==> config.mk <==
export PLATFORM = sky130hd
export DESIGN_NAME = idli_regs_seq_m
export DESIGN_NICKNAME = d
export VERILOG_FILES = /design/src/rtl/idli_pkg.sv /design/src/rtl/idli_regs_seq_m.sv
export SDC_FILE = /design/constraint.sdc
export NUM_CORES = 1
export LEC_CHECK = 0
export CAP_MARGIN = 20
export CORE_AREA = 2 2 39 41
export DETAILED_ROUTE_END_ITERATION = 6
export DIE_AREA = 0 0 41 43
export HOLD_SLACK_MARGIN = 0.1
export PLACE_DENSITY = 0.74
export SLEW_MARGIN = 20
export SYNTH_ARGS = -nofsm -noshare
export SYNTH_HDL_FRONTEND = slang
export SYNTH_SLANG_ARGS = --single-unit
==> constraint.sdc <==
create_clock -name i_rsq_gck -period 1.3 [get_ports i_rsq_gck]
set_clock_uncertainty 0.2 [all_clocks]
set_input_delay 0.195 -clock i_rsq_gck [delete_from_list [all_inputs] [get_ports i_rsq_gck]]
set_output_delay 0.195 -clock i_rsq_gck [all_outputs]
set_load 0.03 [all_outputs]
==> src/rtl/idli_pkg.sv <==
// Shared widths for the IDLI register path.
//   greg_t     : general register index (8 registers)
//   sqi_data_t : one nibble of a 16b register, moved per phase
package idli_pkg;
  typedef logic [2:0] greg_t;
  typedef logic [3:0] sqi_data_t;
endpackage

==> src/rtl/idli_regs_seq_m.sv <==
// Register file write sequencer.
// A free-running 2b phase counter selects which nibble of a 16b register
// is on the read/write ports. Two requesters (ALU, memory load) compete
// for the single write port. A winner is chosen once per 4-cycle window
// (in phase 3). It then owns the port for the next phases 0..3 and streams
// one nibble per phase.
//
// Ports
//   i_rsq_gck                clock
//   i_rsq_rst                synchronous active-high reset
//   i_rsq_alu_req/reg/data   ALU write request, destination, nibble
//   o_rsq_alu_gnt            ALU owns the write port this cycle
//   i_rsq_mem_req/reg/data   memory-load write request, destination, nibble
//   o_rsq_mem_gnt            memory requester owns the write port this cycle
//   o_rsq_wr/_en/_data       register file write index, enable, nibble
//   o_rsq_phase              current nibble phase
//   o_rsq_busy               a write transfer is in progress
//
// state    | meaning
// ---------+------------------------------------------------
// IDLE     | no owner for this 4-cycle window, write port off
// XFER_ALU | ALU streams nibbles 0..3 into its register
// XFER_MEM | memory requester streams nibbles 0..3
module idli_regs_seq_m
  import idli_pkg::*;
(
  input  logic      i_rsq_gck,
  input  logic      i_rsq_rst,
  input  logic      i_rsq_alu_req,
  input  greg_t     i_rsq_alu_reg,
  input  sqi_data_t i_rsq_alu_data,
  output logic      o_rsq_alu_gnt,
  input  logic      i_rsq_mem_req,
  input  greg_t     i_rsq_mem_reg,
  input  sqi_data_t i_rsq_mem_data,
  output logic      o_rsq_mem_gnt,
  output greg_t     o_rsq_wr,
  output logic      o_rsq_wr_en,
  output sqi_data_t o_rsq_wr_data,
  output logic [1:0] o_rsq_phase,
  output logic      o_rsq_busy
);

  typedef enum logic [1:0] {
    ST_IDLE     = 2'd0,
    ST_XFER_ALU = 2'd1,
    ST_XFER_MEM = 2'd2
  } state_t;

  state_t     state;
  logic [1:0] phase;
  // 1: memory requester wins the next tie; 0: ALU wins it.
  logic       rr_mem_pref;

  always_ff @(posedge i_rsq_gck) begin
    if (i_rsq_rst) begin
      phase         <= 2'd0;
      state         <= ST_IDLE;
      rr_mem_pref   <= 1'b1;
      o_rsq_alu_gnt <= 1'b0;
      o_rsq_mem_gnt <= 1'b0;
    end else begin
      phase <= phase + 2'd1;
      // The window boundary: decide the owner of the next phases 0..3.
      // Requests outside phase 3 are not looked at, so an in-flight
      // transfer always runs to completion.
      if (phase == 2'd3) begin
        if (i_rsq_alu_req && (!i_rsq_mem_req || !rr_mem_pref)) begin
          state         <= ST_XFER_ALU;
          o_rsq_alu_gnt <= 1'b1;
          o_rsq_mem_gnt <= 1'b0;
          rr_mem_pref   <= 1'b1;
        end else if (i_rsq_mem_req) begin
          state         <= ST_XFER_MEM;
          o_rsq_alu_gnt <= 1'b0;
          o_rsq_mem_gnt <= 1'b1;
          rr_mem_pref   <= 1'b0;
        end else begin
          state         <= ST_IDLE;
          o_rsq_alu_gnt <= 1'b0;
          o_rsq_mem_gnt <= 1'b0;
        end
      end
    end
  end

  // Write port follows the owner's inputs combinationally so the nibble
  // for phase N lands in phase N without an extra pipeline stage.
  always_comb begin
    o_rsq_wr_en   = 1'b0;
    o_rsq_wr      = '0;
    o_rsq_wr_data = '0;
    case (state)
      ST_XFER_ALU: begin
        o_rsq_wr_en   = 1'b1;
        o_rsq_wr      = i_rsq_alu_reg;
        o_rsq_wr_data = i_rsq_alu_data;
      end
      ST_XFER_MEM: begin
        o_rsq_wr_en   = 1'b1;
        o_rsq_wr      = i_rsq_mem_reg;
        o_rsq_wr_data = i_rsq_mem_data;
      end
      default: ;
    endcase
  end

  assign o_rsq_phase = phase;
  assign o_rsq_busy  = (state != ST_IDLE);

endmodule

# [Yosys cells after proc, flatten, opt, wreduce, memory -nomap -nowiden]
# Index checks and enable logic that the tools add are counted.
[word_totals] reg_bits=7 inputBits=18 elab_cells=27
[classes] add_sub_neg=1 eq_ne=3 mux=10 reduce_logical=8
[op_table] cell="4-bit case mux with 2 select lines" n=1
[op_table] cell="1-bit two-way mux" n=6
[op_table] cell="3-bit case mux with 2 select lines" n=1
[op_table] cell="2-bit == test (second input constant)" n=2
[op_table] cell="2-bit two-way mux" n=2
[op_table] cell="2-bit nonzero test" n=2
[op_table] cell="2-bit by 1-bit adder with 2-bit output (second input constant)" n=1
[op_table] cell="2-bit by 1-bit == test with 1-bit output (second input constant)" n=1
[op_table] cell="1-bit zero test" n=2
[op_table] cell="2-bit AND reduction" n=1
[op_table] cell="2-bit OR reduction" n=1
[op_table] cell="1-bit logical AND" n=1
[op_table] cell="1-bit logical OR" n=1

# [Longest topological paths before layout]
# Gate-level depths: netlist (run 1).
[depth] ltp_word=5 ltp_mapped=4

# [Worst setup path after synthesis (run 1)]
# Ideal clock, no wire load.
[synth_path] path_type="register to output" startpoint="register state[0]" endpoint="output port o_rsq_wr[0]" arrival_time_ns=1.663 required_ns=0.905 setup_slack_ns=-0.758 path_stages_with_launch=4 n_path_buf=0 path_cell_list="dfxtp_1 inv_1 ha_1 nor2b_1"
[synth_via] elab_chain_len=2 elab_cells_between_ends=3
[synth_rtl] element="start, declared" line="idli_regs_seq_m.sv:50" source="state_t state;"
[synth_rtl] element="start signal, assigned" line="idli_regs_seq_m.sv:58" source="state <= ST_IDLE;"
[synth_rtl] element="start signal, assigned" line="idli_regs_seq_m.sv:69" source="state <= ST_XFER_ALU;"
[synth_rtl] element="start signal, assigned" line="idli_regs_seq_m.sv:74" source="state <= ST_XFER_MEM;"
[synth_rtl] element="2-bit == test / 2-bit by 1-bit == test with 1-bit output (equally long branches)" line="idli_regs_seq_m.sv:93" source="case (state)"
[synth_rtl] element="3-bit case mux with 2 select lines *" line="idli_regs_seq_m.sv:93"
[synth_rtl] element="end, declared" line="idli_regs_seq_m.sv:37" source="output greg_t o_rsq_wr,"
# Every way passes the cells marked *; elsewhere a longest branch is shown, timed or not.

# [Final worst setup path (run 1)]
# Ends and elaborated chain as after synthesis.

==> results of run 1 <==
state kept, by name (all words and copies together), names as in the netlist:
name and count:
o_rsq_phase 2, rr_mem_pref 1, o_rsq_mem_gnt 1, state 1
worst max-delay path, cell delays in order (launching register included):
cell,delay (ns)
dfxtp_4,0.37
inv_4,0.05
ha_4,0.31
nor2b_4,0.15
buf_6,0.13
metrics by stage:
step / instances / utilization, % / setup WS, ns
final: 91 / 61.03 / -0.3553
after global routing: 91 / 61.03 / -0.4090
after CTS: 91 / 60.49 / -0.3998
after detailed placement: 87 / 54.52 / -0.2002
after global placement: 87 / 54.52 / -0.1816
after floorplan: 39 / - / -0.1557
area by class of cell:
type	instances	area [um^2]
clock buffers	4	26.28
flip-flops and latches	5	110.1
multi-input cells	31	347.8
fillers	128	539.3
well taps	16	20.02
inverters	3	16.27
repair buffers	32	324.1
cells in the final DEF (no fill, tap or decap):
cell type	Yosys	routed
a21oi_1	2	2
a21oi_2	1	1
a22oi_2	0	7
a31oi_1	1	1
buf_4	0	4
buf_6	0	11
clkbuf_1	0	1
clkbuf_4	0	3
clkdlybuf4s50_1	0	17
dfxtp_1	5	1
dfxtp_2	0	2
dfxtp_4	0	2
ha_2	0	1
ha_4	0	3
inv_2	0	1
inv_4	0	2
nand2_1	1	1
nand2b_1	3	3
nand3_1	2	2
nor2_1	1	1
nor2b_1	8	1
nor2b_4	0	7
or2_1	1	1
timing repair:
action                                  in CTS  in global routing
pin swaps                                    3                  2
resized for setup                           13                  2
endpoints found under the setup margin      10                 11
logic make-up after synthesis:
logic type	synth area share (%)
simple gates	27.92
compound gates	23.40
buf+inv	3.396
fa+ha+maj	15.09
flops	30.19
Yosys cell counts:
cell type	instances	area share, %
nor2b_1	8	15
a22oi_1	7	16
dfxtp_1	5	30
ha_1	4	15
inv_1	3	3.4
nand2b_1	3	5.7
a21oi_1	2	3.0
nand3_1	2	3.0
a21oi_2	1	2.6
a31oi_1	1	1.9
nand2_1	1	1.1
nor2_1	1	1.1
or2_1	1	1.9
power breakdown:
group          switching, mW  internal [mW]  leakage [nW]
clock network         0.0650          0.116        0.0150
registers            0.00801          0.161        0.0431
logic                 0.0659         0.0959         0.228
layer usage:
metal | up-vias | global-route usage [%]
met2 | 24 | 21.88
li1 | 210 | -
met3 | 0 | 4.188
met1 | 194 | 10.71
met5 | - | 0
met4 | 0 | 8.000
worst paths after layout:
kind	slack [ns]	endpoint	cells past startpoint	startpoint
max	-0.36	o_rsq_wr[0]	4	state[0]$_SDFFE_PP0N_
min	0.22	o_rsq_phase[0]$_SDFF_PP0_	1	o_rsq_phase[0]$_SDFF_PP0_
max reg2reg	0.08	rr_mem_pref$_SDFFE_PP1P_	4	o_rsq_phase[0]$_SDFF_PP0_
min reg2reg	0.22	o_rsq_phase[0]$_SDFF_PP0_	1	o_rsq_phase[0]$_SDFF_PP0_
==> impl_metrics.env, run 1 <==
export IMPL_antennaDiodeCount=0
export IMPL_grt_max_degree=9
export IMPL_area_growth_pct=154.7
export IMPL_setup_tns_ns=-2.750
export IMPL_worstHoldPathType="reg2reg"
export IMPL_maxSlewHeadroom_pct=86.74
export IMPL_drtIter0Drc=0
export IMPL_place_gp_congestion=0.6039
export IMPL_ir_drop_mv=0.4614
export IMPL_antenna_found_initial=0
export IMPL_drc=0
export IMPL_clockRootBuffer="clkbuf_4"
export IMPL_grt_pass1_vias=431
export IMPL_dr_wl_met3_um=165
export IMPL_cts_buffers_inserted=3
export IMPL_worst_pin_slew_ns=0.1990
export IMPL_syn_avg_cell_area_um2=8.502
export IMPL_p_per_area_nw_per_um2=605.8
export IMPL_clk_path_buf_depth=2
export IMPL_h_tree_depth=1
export IMPL_power_leakage_nw=0.2863
export IMPL_critPathMaxFanout=8
export IMPL_dieArea_um2=1763
export IMPL_top_layer="met3"
export IMPL_yosys_warnings=0
export IMPL_clkTransAtPathRegs_ns=0.05
export IMPL_worst_ep_arrival_time_ns=1.26
export IMPL_clock_sinks=5
export IMPL_wire_per_inst_um=11.05
export IMPL_violations="setup timing"
export IMPL_syn_area_um2=331.6
export IMPL_crit_path_end_kind="primary output"
export IMPL_row_count=14
export IMPL_synth_distinct_cells=13
export IMPL_die_w_um=41
export IMPL_ctsHoldBuffers=0
export IMPL_vias_per_cell=4.703
export IMPL_hold_viol_final=0
export IMPL_syn_inst=39
export IMPL_die_y_um=43
export IMPL_ant_nets=0
export IMPL_nNetsFinal=98
export IMPL_ios=31
export IMPL_rsz0062_at_grt="yes"
export IMPL_wirelength_met1_um=360
export IMPL_wl_um=1006
export IMPL_whs_ns=0.2218
export IMPL_initial_core_util_pct=23.96
export IMPL_ys_seq_elements=5
export IMPL_synth_seq_area_share_pct=30.19
export IMPL_core_area_um2=1384
export IMPL_layout_drive_gt1_share_pct=58.67
export IMPL_wl_met2_um=480
export IMPL_finalMaxSlewViolations=0
export IMPL_grt_pass1_wl_um=1524
export IMPL_power_mw=0.5117
export IMPL_grtUsageTotal_pct=12.39
export IMPL_critPathLaunchType="flop"
export IMPL_critical_path_class="reg2out"
export IMPL_status="complete, but fails checks"
export IMPL_io_buffers=30
export IMPL_setup_viol=9
export IMPL_crit_required_ns=0.90
export IMPL_cts_tree="done"
export IMPL_dr_pass1_iters=1
export IMPL_num_vias=428
export IMPL_clock_fmax_mhz=604.1
export IMPL_drv_cap=0
export IMPL_min_period_over_period_pct=127.3
export IMPL_syn_num_nets=61
export IMPL_postCtsSetupRepairBufs=0
export IMPL_grt_overflow_total=0
export IMPL_clk_latency_ns=0.24
export IMPL_fin_area_um2=844.6
export IMPL_period_minus_slack_ns=1.655
export IMPL_hpwl_um=817.4
export IMPL_postPlaceCellArea_um2=754.5
export IMPL_setup_slack_ns=-0.3553
Note: power is estimated with default switching activity, not from simulation.
==> run 2: changes to the inputs <==
CAP_MARGIN = default   (was 20)
==> results of run 2 <==
Final layout, timing and power as in run 1 (identical DEF).
==> run 3: changes to the inputs <==
CTS_CLUSTER_SIZE = 20   (was default)
SLEW_MARGIN = 40   (was 20)
==> results of run 3 <==
Final layout, timing and power as in run 1 (identical DEF).
